<file path="src/rtl/mem_port_arbiter_pkg.sv">
// Shared types for the memory data-port arbiter: FSM encoding, wait-counter width
// and the captured debug request.
package mem_arb_pkg;

    localparam int ARB_WAIT_W = 4;

    typedef enum logic [1:0] {
        IDLE     = 2'd0,
        DBG_ACC  = 2'd1,
        DBG_RESP = 2'd2,
        DBG_GAP  = 2'd3
    } arb_state_e;

    typedef struct packed {
        logic       we;
        logic [7:0] addr;
        logic [7:0] wdata;
    } dbg_req_t;

endpackage

</file>
<file path="src/rtl/mem_port_arbiter_if.sv">
// Signal bundle between CPU datapath, debug requester, data memory and the arbiter.
// slave = arbiter side, master = everything around it.
interface mem_port_arbiter_if;

    logic       cpu_rd;
    logic       cpu_wr;
    logic [7:0] cpu_addr;
    logic [7:0] cpu_wdata;
    logic       cpu_stall;

    logic       dbg_req;
    logic       dbg_we;
    logic [7:0] dbg_addr;
    logic [7:0] dbg_wdata;
    logic       dbg_gnt;
    logic       dbg_rvalid;
    logic [7:0] dbg_rdata;

    logic       mem_rd;
    logic       mem_wren;
    logic [7:0] mem_addr;
    logic [7:0] mem_data;
    logic [7:0] mem_q;

    modport slave (
        input  cpu_rd, cpu_wr, cpu_addr, cpu_wdata,
        input  dbg_req, dbg_we, dbg_addr, dbg_wdata,
        input  mem_q,
        output cpu_stall, dbg_gnt, dbg_rvalid, dbg_rdata,
        output mem_rd, mem_wren, mem_addr, mem_data
    );

    modport master (
        output cpu_rd, cpu_wr, cpu_addr, cpu_wdata,
        output dbg_req, dbg_we, dbg_addr, dbg_wdata,
        output mem_q,
        input  cpu_stall, dbg_gnt, dbg_rvalid, dbg_rdata,
        input  mem_rd, mem_wren, mem_addr, mem_data
    );

endinterface

</file>
<file path="src/rtl/mem_port_arbiter_wait_counter.sv">
// Saturating up-counter with synchronous clear; tracks how long a debug request
// has been denied. Used only when MEM_ARB_FAIRNESS_EN is defined.
module arb_wait_counter
    import mem_arb_pkg::*;
#(
    parameter int W = ARB_WAIT_W
) (
    input  logic         clock,
    input  logic         reset,
    input  logic         clr,
    input  logic         inc,
    output logic [W-1:0] count
);

    always_ff @(posedge clock or posedge reset) begin
        if (reset)
            count <= '0;
        else if (clr)
            count <= '0;
        else if (inc && (count != {W{1'b1}}))
            count <= count + 1'b1;
    end

endmodule

</file>
<file path="src/rtl/mem_port_arbiter.sv">
// Shares the data port of the dual-port memory between the multicycle CPU and a
// debug/loader requester, stalling the CPU during debug accesses. Option: MEM_ARB_FAIRNESS_EN.
module mem_port_arbiter
    import mem_arb_pkg::*;
#(
    parameter int STARVE_LIMIT = 8
) (
    input logic               clock,
    input logic               reset,
    mem_port_arbiter_if.slave bus
);

    localparam logic [ARB_WAIT_W-1:0] STARVE_THR = ARB_WAIT_W'(STARVE_LIMIT);

    arb_state_e            state, state_nx;
    dbg_req_t              lat;
    logic [7:0]            rdata_hold;
    logic [ARB_WAIT_W-1:0] wait_cnt;
    logic                  in_idle, starve, grant;

    assign in_idle = (state == IDLE);
    assign starve  = (wait_cnt >= STARVE_THR);
    // cpu_rd always blocks: the MDR loads mem_q in the following cycle.
    assign grant   = in_idle & bus.dbg_req & ~bus.cpu_rd & (~bus.cpu_wr | starve);

`ifdef MEM_ARB_FAIRNESS_EN
    logic wait_clr, wait_inc;

    assign wait_clr = ~bus.dbg_req | grant;
    assign wait_inc = in_idle & bus.dbg_req & ~grant;

    arb_wait_counter #(.W(ARB_WAIT_W)) u_wait_cnt (
        .clock (clock),
        .reset (reset),
        .clr   (wait_clr),
        .inc   (wait_inc),
        .count (wait_cnt)
    );
`else
    // Without fairness the count never moves, so starve folds to 0.
    assign wait_cnt = '0;
`endif

    always_ff @(posedge clock or posedge reset) begin
        if (reset) state <= IDLE;
        else       state <= state_nx;
    end

    always_comb begin
        state_nx = state;
        case (state)
            IDLE:     if (grant) state_nx = DBG_ACC;
            DBG_ACC:  state_nx = lat.we ? DBG_GAP : DBG_RESP;
            DBG_RESP: state_nx = DBG_GAP;
            DBG_GAP:  state_nx = IDLE;
            default:  state_nx = IDLE;
        endcase
    end

    always_ff @(posedge clock or posedge reset) begin
        if (reset)
            lat <= '0;
        else if (grant)
            lat <= '{we: bus.dbg_we, addr: bus.dbg_addr, wdata: bus.dbg_wdata};
    end

    always_ff @(posedge clock or posedge reset) begin
        if (reset)
            rdata_hold <= '0;
        else if (state == DBG_RESP)
            rdata_hold <= bus.mem_q;
    end

    always_comb begin
        bus.mem_rd     = bus.cpu_rd;
        bus.mem_wren   = bus.cpu_wr;
        bus.mem_addr   = bus.cpu_addr;
        bus.mem_data   = bus.cpu_wdata;
        bus.cpu_stall  = 1'b0;
        bus.dbg_gnt    = 1'b0;
        bus.dbg_rvalid = 1'b0;
        bus.dbg_rdata  = rdata_hold;
        case (state)
            DBG_ACC: begin
                bus.cpu_stall = 1'b1;
                bus.dbg_gnt   = 1'b1;
                bus.mem_addr  = lat.addr;
                bus.mem_wren  = lat.we;
                bus.mem_rd    = ~lat.we;
                bus.mem_data  = lat.wdata;
            end
            DBG_RESP: begin
                // mem_q now reflects the address presented in DBG_ACC.
                bus.cpu_stall  = 1'b1;
                bus.dbg_rvalid = 1'b1;
                bus.dbg_rdata  = bus.mem_q;
                bus.mem_rd     = 1'b0;
                bus.mem_wren   = 1'b0;
                bus.mem_addr   = lat.addr;
                bus.mem_data   = lat.wdata;
            end
            default: ;
        endcase
    end

endmodule

</file>
<file path="src/flat_wrapper.sv">
// flat-port wrapper written by rule: the top's interface ports become plain ports
module mem_port_arbiter_flat import mem_arb_pkg::*;
#(
    parameter int STARVE_LIMIT = 8
)
  (clock, reset, bus_cpu_rd, bus_cpu_wr, bus_cpu_addr, bus_cpu_wdata, bus_dbg_req, bus_dbg_we, bus_dbg_addr, bus_dbg_wdata, bus_mem_q, bus_cpu_stall, bus_dbg_gnt, bus_dbg_rvalid, bus_dbg_rdata, bus_mem_rd, bus_mem_wren, bus_mem_addr, bus_mem_data);
  mem_port_arbiter_if bus_i ();
  input logic clock;
  input logic reset;
  input wire logic [$bits(bus_i.cpu_rd)-1:0] bus_cpu_rd;
  input wire logic [$bits(bus_i.cpu_wr)-1:0] bus_cpu_wr;
  input wire logic [$bits(bus_i.cpu_addr)-1:0] bus_cpu_addr;
  input wire logic [$bits(bus_i.cpu_wdata)-1:0] bus_cpu_wdata;
  input wire logic [$bits(bus_i.dbg_req)-1:0] bus_dbg_req;
  input wire logic [$bits(bus_i.dbg_we)-1:0] bus_dbg_we;
  input wire logic [$bits(bus_i.dbg_addr)-1:0] bus_dbg_addr;
  input wire logic [$bits(bus_i.dbg_wdata)-1:0] bus_dbg_wdata;
  input wire logic [$bits(bus_i.mem_q)-1:0] bus_mem_q;
  output wire logic [$bits(bus_i.cpu_stall)-1:0] bus_cpu_stall;
  output wire logic [$bits(bus_i.dbg_gnt)-1:0] bus_dbg_gnt;
  output wire logic [$bits(bus_i.dbg_rvalid)-1:0] bus_dbg_rvalid;
  output wire logic [$bits(bus_i.dbg_rdata)-1:0] bus_dbg_rdata;
  output wire logic [$bits(bus_i.mem_rd)-1:0] bus_mem_rd;
  output wire logic [$bits(bus_i.mem_wren)-1:0] bus_mem_wren;
  output wire logic [$bits(bus_i.mem_addr)-1:0] bus_mem_addr;
  output wire logic [$bits(bus_i.mem_data)-1:0] bus_mem_data;
  assign bus_i.cpu_rd = bus_cpu_rd;
  assign bus_i.cpu_wr = bus_cpu_wr;
  assign bus_i.cpu_addr = bus_cpu_addr;
  assign bus_i.cpu_wdata = bus_cpu_wdata;
  assign bus_i.dbg_req = bus_dbg_req;
  assign bus_i.dbg_we = bus_dbg_we;
  assign bus_i.dbg_addr = bus_dbg_addr;
  assign bus_i.dbg_wdata = bus_dbg_wdata;
  assign bus_i.mem_q = bus_mem_q;
  assign bus_cpu_stall = bus_i.cpu_stall;
  assign bus_dbg_gnt = bus_i.dbg_gnt;
  assign bus_dbg_rvalid = bus_i.dbg_rvalid;
  assign bus_dbg_rdata = bus_i.dbg_rdata;
  assign bus_mem_rd = bus_i.mem_rd;
  assign bus_mem_wren = bus_i.mem_wren;
  assign bus_mem_addr = bus_i.mem_addr;
  assign bus_mem_data = bus_i.mem_data;
  mem_port_arbiter #(.STARVE_LIMIT(STARVE_LIMIT)) u_core (.clock(clock), .reset(reset), .bus(bus_i));
endmodule
</file>
<file path="config.mk">
export PLATFORM = sky130hd
export DESIGN_NAME = mem_port_arbiter_flat
export DESIGN_NICKNAME = d
export VERILOG_FILES = /design/src/rtl/mem_port_arbiter_pkg.sv /design/src/rtl/mem_port_arbiter_if.sv /design/src/rtl/mem_port_arbiter_wait_counter.sv /design/src/rtl/mem_port_arbiter.sv /design/src/flat_wrapper.sv
export SDC_FILE = /design/constraint.sdc
export NUM_CORES = 1
export LEC_CHECK = 0
export CAP_MARGIN = 25
export CORE_MARGIN = 4
export CORE_UTILIZATION = 41
export CTS_CLUSTER_DIAMETER = 40
export DETAILED_ROUTE_END_ITERATION = 12
export PLACE_DENSITY = 0.84
export SLEW_MARGIN = 10
export SYNTH_ARGS = -nofsm -noshare
export SYNTH_HDL_FRONTEND = slang
export SYNTH_HIERARCHICAL = 1
export SYNTH_SLANG_ARGS = --single-unit
</file>
<file path="constraint.sdc">
create_clock -name clock -period 2.91 [get_ports clock]
set_clock_uncertainty 0.2 [all_clocks]
set_input_delay 0.291 -clock clock [delete_from_list [all_inputs] [get_ports clock]]
set_output_delay 0.291 -clock clock [all_outputs]
set_load 0.1 [all_outputs]
</file>
==> impl_results.md, run 1 <==
- Crit path largest cell delay: between 0.4 and 0.5 ns
- Type of the worst setup path: flop to output port
- Critical Path RT: about 2.4 ns
- Flip-flop and latch area: between 600 and 700 µm²
- Mapped Avg Cell Area: 14.50 µm²
- Critical path arrival: approximately 2.1 ns
- Area of the multi-input gates: a little over 600 µm²
- Total track usage: 17.53%
- Critical Path Fanout Max: 20
- Total negative slack: 0 ns
- Worst-skew pair later-pin latency: approximately 0.33 ns
- Synth top area share: just under 50%
- Distinct cells, synth: 17
- Reg2Reg Setup Slack: approximately 0.91 ns
- Die W: approximately 66 µm
- Vias after detailed routing: slightly above 1,000
- Synthesis-to-layout area growth: 72.64%
- Final Non-Filler Cells: 214
- DR WL/cell: between 15 and 20 µm
- Largest net degree at the start of global routing: 28
- Hold Path Class: flop to flop
- Final Hold Vio Count: 0
- Post-layout util: between 70% and 80%
- Largest cells by area after synthesis: dfrtp_1, mux2_2, ha_1
- Max_slew headroom: between 70% and 80%
- Top-count cell post-synth: mux2_2
- Actual slew at the worst max-slew pin: 0.4072 ns
- Nets@finish: 221
- Synth async-reset ratio: 100.0%
- Fillers: between 200 and 250
- Ant. Diodes: 0
- Main synth FF type: dfrtp_1
- Layout cell share with drive strength beyond 1: between 40% and 50%
- Total setup buffers inserted after CTS: 0
- Die area: between 0.004 and 0.005 mm²
- IO buf count: 74
- Routed Antenna Nets: 0
- Placed Cells: 208
- RSZ-0062 raised after global routing: no
- Vert. Die Dim: approximately 66 µm
- Drt via density: 4.790
- Clock transition at path regs: ~0.16 ns
- Global route total overflow: 0
- Global placement routability congestion: 0.7564
- Vias in the first global route: ~1,200
- Resized Gates After CTS: 0
- Syn nets: approximately 140
- Sequential share of the synthesized area: around half
- DRT Pass-1 Iters: 4
- I/O pin count: 75
- CTS Hold Bufs: 0
- Top cells by count, synth: mux2_2, dfrtp_1, inv_1, ha_1
- CTS Buffer Depth: 2
- EDFF count, synth: 0
- Worst-path cell chain: inv_1, ha_1, buf_4, mux2_2, buf_12
- CP Launch Type: flop
- Max_cap viols: 0
- Core area: roughly 0.0031 mm²
- Cell area after synthesis: 0.001363 mm²
- Status: finished, final reports clean
- CTS tree: yes
- Root Buffer: clkbuf_4
- Maximum clock frequency: ~390 MHz
- Drt drc: 0
- Synthesized flop and latch total: 27
- Clock sinks: 27
- First-pass GRT wire length: ~5700 µm
- Synth area leader: dfrtp_1
- Synth Instances: 94
- Fin crit period: between 2 and 3 ns
- Tcrit/Tclk final: roughly 89%
- Initial antenna violation count: 0
- Worst path slowest cell: dfrtp_1
- Fin. max-slew vios: 0
- DPL Wire Length: 2830 µm
- Initial DRC count: 18
- Final wirelength: between 3000 and 4000 µm
- Row cnt: 20
- Num CTS Buffers: 3
- Initial Util: a little over two fifths
- Final setup viols: 0
- CTS H-tree lvls: 1
- CP endpoint kind: output port
- Synthesis Warnings: 6
metrics by stage:
stage	worst slack [ns]	area, µm²	hold slack (ns)
floorplan	-0.4478	1363	0.1437
global placement	0.7564	2285	0.2803
detailed placement	0.6783	2285	0.2871
CTS	0.2906	2315	0.3091
global route	0.1897	2352	0.3300
finish	0.3141	2352	0.3179
cell families (layout without fill, tap and decap cells):
logic type	count (synthesis)	after routing	share of synthesized area, %
AOI/OAI and AO/OA	7	7	4.407
adders and majority gates	4	4	3.673
buffers and inverters	11	87	5.050
DFF	27	27	49.59
muxes	41	41	34.71
and+or+nand+nor	4	4	2.572
area by class of cell:
| type | count | share of cell area (%) |
|---|---|---|
| timing repair buffer | 77 | 40.43 |
| sequential | 27 | 28.72 |
| multi-input combinational | 56 | 26.28 |
| tap | 44 | 2.340 |
| clock buffer | 3 | 0.9574 |
| inverter | 6 | 0.9574 |
| clock inverter | 1 | 0.3191 |
critical path, delay by kind of cell (launching register included):
family                     cells  cell delay (ns)
muxes                          1             0.40
adders and majority gates      1             0.35
buffers and inverters          3             0.58
DFF                            1             0.44
state kept, by name, summed over array words and instances, names as in the netlist:
name,count
u_core/lat,17
u_core/state,2
u_core/rdata_hold,8
cell usage in the layout, fill, tap and decap left out:
cell type and instances:
dfrtp_1 27, a211oi_1 1, nand2b_1 1, dlygate4sd3_1 1
o21ai_1 3, buf_4 11, o22ai_4 1, mux2_2 38
buf_16 1, ha_1 4, nand3b_1 1, clkdlybuf4s50_1 45
o21ai_0 1, inv_1 6, nand3_1 1, mux2_4 3
clkbuf_4 3, and4bb_4 1, buf_12 19, a22oi_2 1
clkinvlp_4 1
routing by layer:
layer  track usage (%)  vias to the layer above  part of all wire, %  wire, µm
met2             32.29                       45                   56      1952
met1             19.48                      489                   36      1279
met5                 0                        -                    0         0
met4             8.808                        0                  2.7        93
li1                  -                      483                    -         -
met3             2.222                        8                  5.2       183
final timing paths:
| check | from | to | depth (start not counted) |
|---|---|---|---|
| max | u_core/state[1] | bus_mem_data[0] | 5 |
| min | u_core/rdata_hold[1] | u_core/rdata_hold[1] | 1 |
| max reg2reg | u_core/state[1] | u_core/lat[12] | 4 |
| min reg2reg | u_core/rdata_hold[1] | u_core/rdata_hold[1] | 1 |
| max in group asynchronous | reset | u_core/lat[7] | 4 |
| min in group asynchronous | reset | u_core/lat[10] | 3 |
Power of run 1 is left out: the tool's default activity adds up to more than one toggle a clock period on the data nets, which glitch-free logic cannot reach.
==> run 2: changes to the inputs <==
--- a/config.mk
+++ b/config.mk
@@ -7,10 +7,11 @@
 export LEC_CHECK = 0
 export CAP_MARGIN = 25
 export CORE_MARGIN = 4
-export CORE_UTILIZATION = 41
+export CORE_UTILIZATION = 43
+export CTS_BUF_LIST = sky130_fd_sc_hd__clkbuf_8
 export CTS_CLUSTER_DIAMETER = 40
 export DETAILED_ROUTE_END_ITERATION = 12
-export PLACE_DENSITY = 0.84
+export PLACE_DENSITY = 0.88
 export SLEW_MARGIN = 10
 export SYNTH_ARGS = -nofsm -noshare
 export SYNTH_HDL_FRONTEND = slang
==> impl_results.md, run 2 (synthesized netlist as in run 1, its figures left out) <==
- Final Hold Vio Count: 0 (unchanged)
- Pre-CTS WS: 0.6249 ns (was 0.6783 ns)
- CTS tree: yes (unchanged)
- Post-layout util: 76.60% (was 75.20%)
- Die area: 0.004133 mm² (was 0.004310 mm²)
- Post-DP Area: 0.002292 mm² (was 0.002285 mm²)
- Crit path largest cell delay: 0.42 ns (was 0.44 ns)
- Worst path slowest cell: dfrtp_1 (unchanged)
- Initial antenna violation count: 0 (unchanged)
- Tcrit/Tclk final: 88.41% (was 89.21%)
- Worst-skew pair later-pin latency: 0.27 ns (was 0.33 ns)
- Layout cell share with drive strength beyond 1: 46.75% (was 46.47%)
- Drt via density: 4.826 (was 4.790)
- Ant. Diodes: 0 (unchanged)
- Top reg by flops: u_core/lat (unchanged)
- IO buf count: 74 (unchanged)
- Actual slew at the worst max-slew pin: 0.5535 ns (was 0.4072 ns)
- DPL Wire Length: 2935 µm (was 2830 µm)
- Global placement routability congestion: 0.7127 (was 0.7564)
- Fin. max-slew vios: 0 (unchanged)
- RSZ-0062 raised after global routing: no (unchanged)
- Critical Path Fanout Max: 17 (was 20)
- Root Buffer: clkbuf_8 (was clkbuf_4)
- Worst reg2reg startpoint: u_core/state[0] (was u_core/state[1])
- CP endpoint kind: output port (unchanged)
- Synthesis-to-layout area growth: 71.63% (was 72.64%)
- Final wirelength: 3642 µm (was 3508 µm)
- Largest net degree at the start of global routing: 21 (was 28)
- CTS H-tree lvls: 1 (unchanged)
- Global route total overflow: 0 (unchanged)
- Critical Path RT: 2.42 ns (about the same)
- Fin Hold WS: 0.1633 ns (was 0.3179 ns)
- Critical path arrival: 2.08 ns (was 2.10 ns)
- Max_slew headroom: 63.06% (was 72.86%)
- Nets@finish: 220 (was 221)
- Drt drc: 0 (unchanged)
- Type of the worst setup path: flop to output port (unchanged)
- Initial DRC count: 30 (was 18)
- Final setup viols: 0 (unchanged)
- Status: finished, final reports clean (unchanged)
- Crit path depth: 5 (unchanged)
- Vias after detailed routing: 1,028 (was 1,025)
- Most frequent cells in the layout: clkdlybuf4s50_1, mux2_2, dfrtp_1, buf_12, buf_4 (unchanged)
- Row cnt: 20 (unchanged)
- CP Launch Type: flop (unchanged)
- Final Cell Area: 0.002338 mm² (was 0.002352 mm²)
- Buf/Inv on CP: 3 (unchanged)
- Hold Path Class: primary input to asynchronous set/reset pin (was flop to flop)
- Top Registers: u_core/lat (17), u_core/rdata_hold (8), u_core/state (2) (unchanged)
- First-pass GRT wire length: 5816 µm (was 5692 µm)
- Max reg flops: 17 (unchanged)
- Max_cap viols: 0 (unchanged)
- Fin crit period: 2.573 ns (was 2.596 ns)
- Critical Path End: bus_mem_addr[5] (was bus_mem_data[0])
- Resized Gates After CTS: 0 (unchanged)
- DR WL/cell: 17.10 µm (was 16.39 µm)
- Worst r2r dst: u_core/lat[0] (was u_core/lat[12])
- Clock sinks: 27 (unchanged)
- Core area: 0.003053 mm² (was 0.003128 mm²)
- Total track usage: 18.46% (was 17.53%)
- Delay-heaviest family, CP: buffers and inverters (unchanged)
- Commonest non-fill, non-tap cell in the layout: clkdlybuf4s50_1 (unchanged)
- Initial Util: 44.63% (was 43.56%)
- Routed Antenna Nets: 0 (unchanged)
- Clock transition at path regs: 0.09 ns (was 0.16 ns)
- CTS Buffer Depth: 2 (unchanged)
- Total setup buffers inserted after CTS: 0 (unchanged)
- CP Launch Point: u_core/state[1] (unchanged)
- I/O pin count: 75 (unchanged)
- Setup ws final: 0.3374 ns (was 0.3141 ns)
- Num CTS Buffers: 3 (unchanged)
- DRT Pass-1 Iters: 3 (was 4)
- Reg2Reg Setup Slack: 0.90 ns (was 0.91 ns)
- Worst-path cell chain: inv_1, ha_1, buf_4, mux2_2, buf_12 (unchanged)
- Maximum clock frequency: 388.7 MHz (was 385.2 MHz)
- Worst R2R Path Depth: 4 (unchanged)
- Die W: 64.29 µm (was 65.65 µm)
- CTS Hold Bufs: 0 (unchanged)
- Vias in the first global route: 1,190 (was 1,166)
- Vert. Die Dim: 64.29 µm (was 65.65 µm)
run 2: routing by layer:
layer / up-vias / global-route usage (%) / part of all wire [%]
met1: 500 / 20.29 / 38
met2: 42 / 35.44 / 55
met5: - / 0 / 0
met3: 4 / 2.812 / 5.3
li1: 482 / - / -
met4: 0 / 6.332 / 1.3
run 2: worst min path at each step:
| stage | from | endpoint | slack (ns) | depth (start not counted) |
|---|---|---|---|---|
| floorplan | reset | u_core/lat[0] | 0.14 | 1 |
| global placement | u_core/rdata_hold[0] | u_core/rdata_hold[0] | 0.28 | 1 |
| detailed placement | u_core/rdata_hold[5] | u_core/rdata_hold[5] | 0.29 | 1 |
| CTS | reset | u_core/lat[13] | 0.19 | 2 |
| global route | reset | u_core/lat[13] | 0.23 | 2 |
| finish | reset | u_core/lat[13] | 0.16 | 2 |
run 2: worst reg2reg max path: cells and delay by family (launching register included):
family	cells	cell delay, ns
fa+ha+maj	1	0.27
buf+inv	1	0.16
flops	1	0.39
mux	1	0.39
simple gates	1	0.49
run 2: final cells by class:
cell class	instances	area [µm²]
clock buffer	3	41.29
clock inverter	1	5.005
fill	213	714.4
inverter	6	22.52
multi-input combinational	56	618.1
sequential	27	675.6
tap	44	55.05
timing repair buffer	76	920.9
run 2: per-stage QoR:
step	TNS, ns	std cells
5_1_grt	0	213
6_report	0	213
4_1_cts	0	213
3_3_place_gp	0	209
2_1_floorplan	-0.8956	94
3_5_place_dp	0	209
Power of run 2 is left out for the same reason.
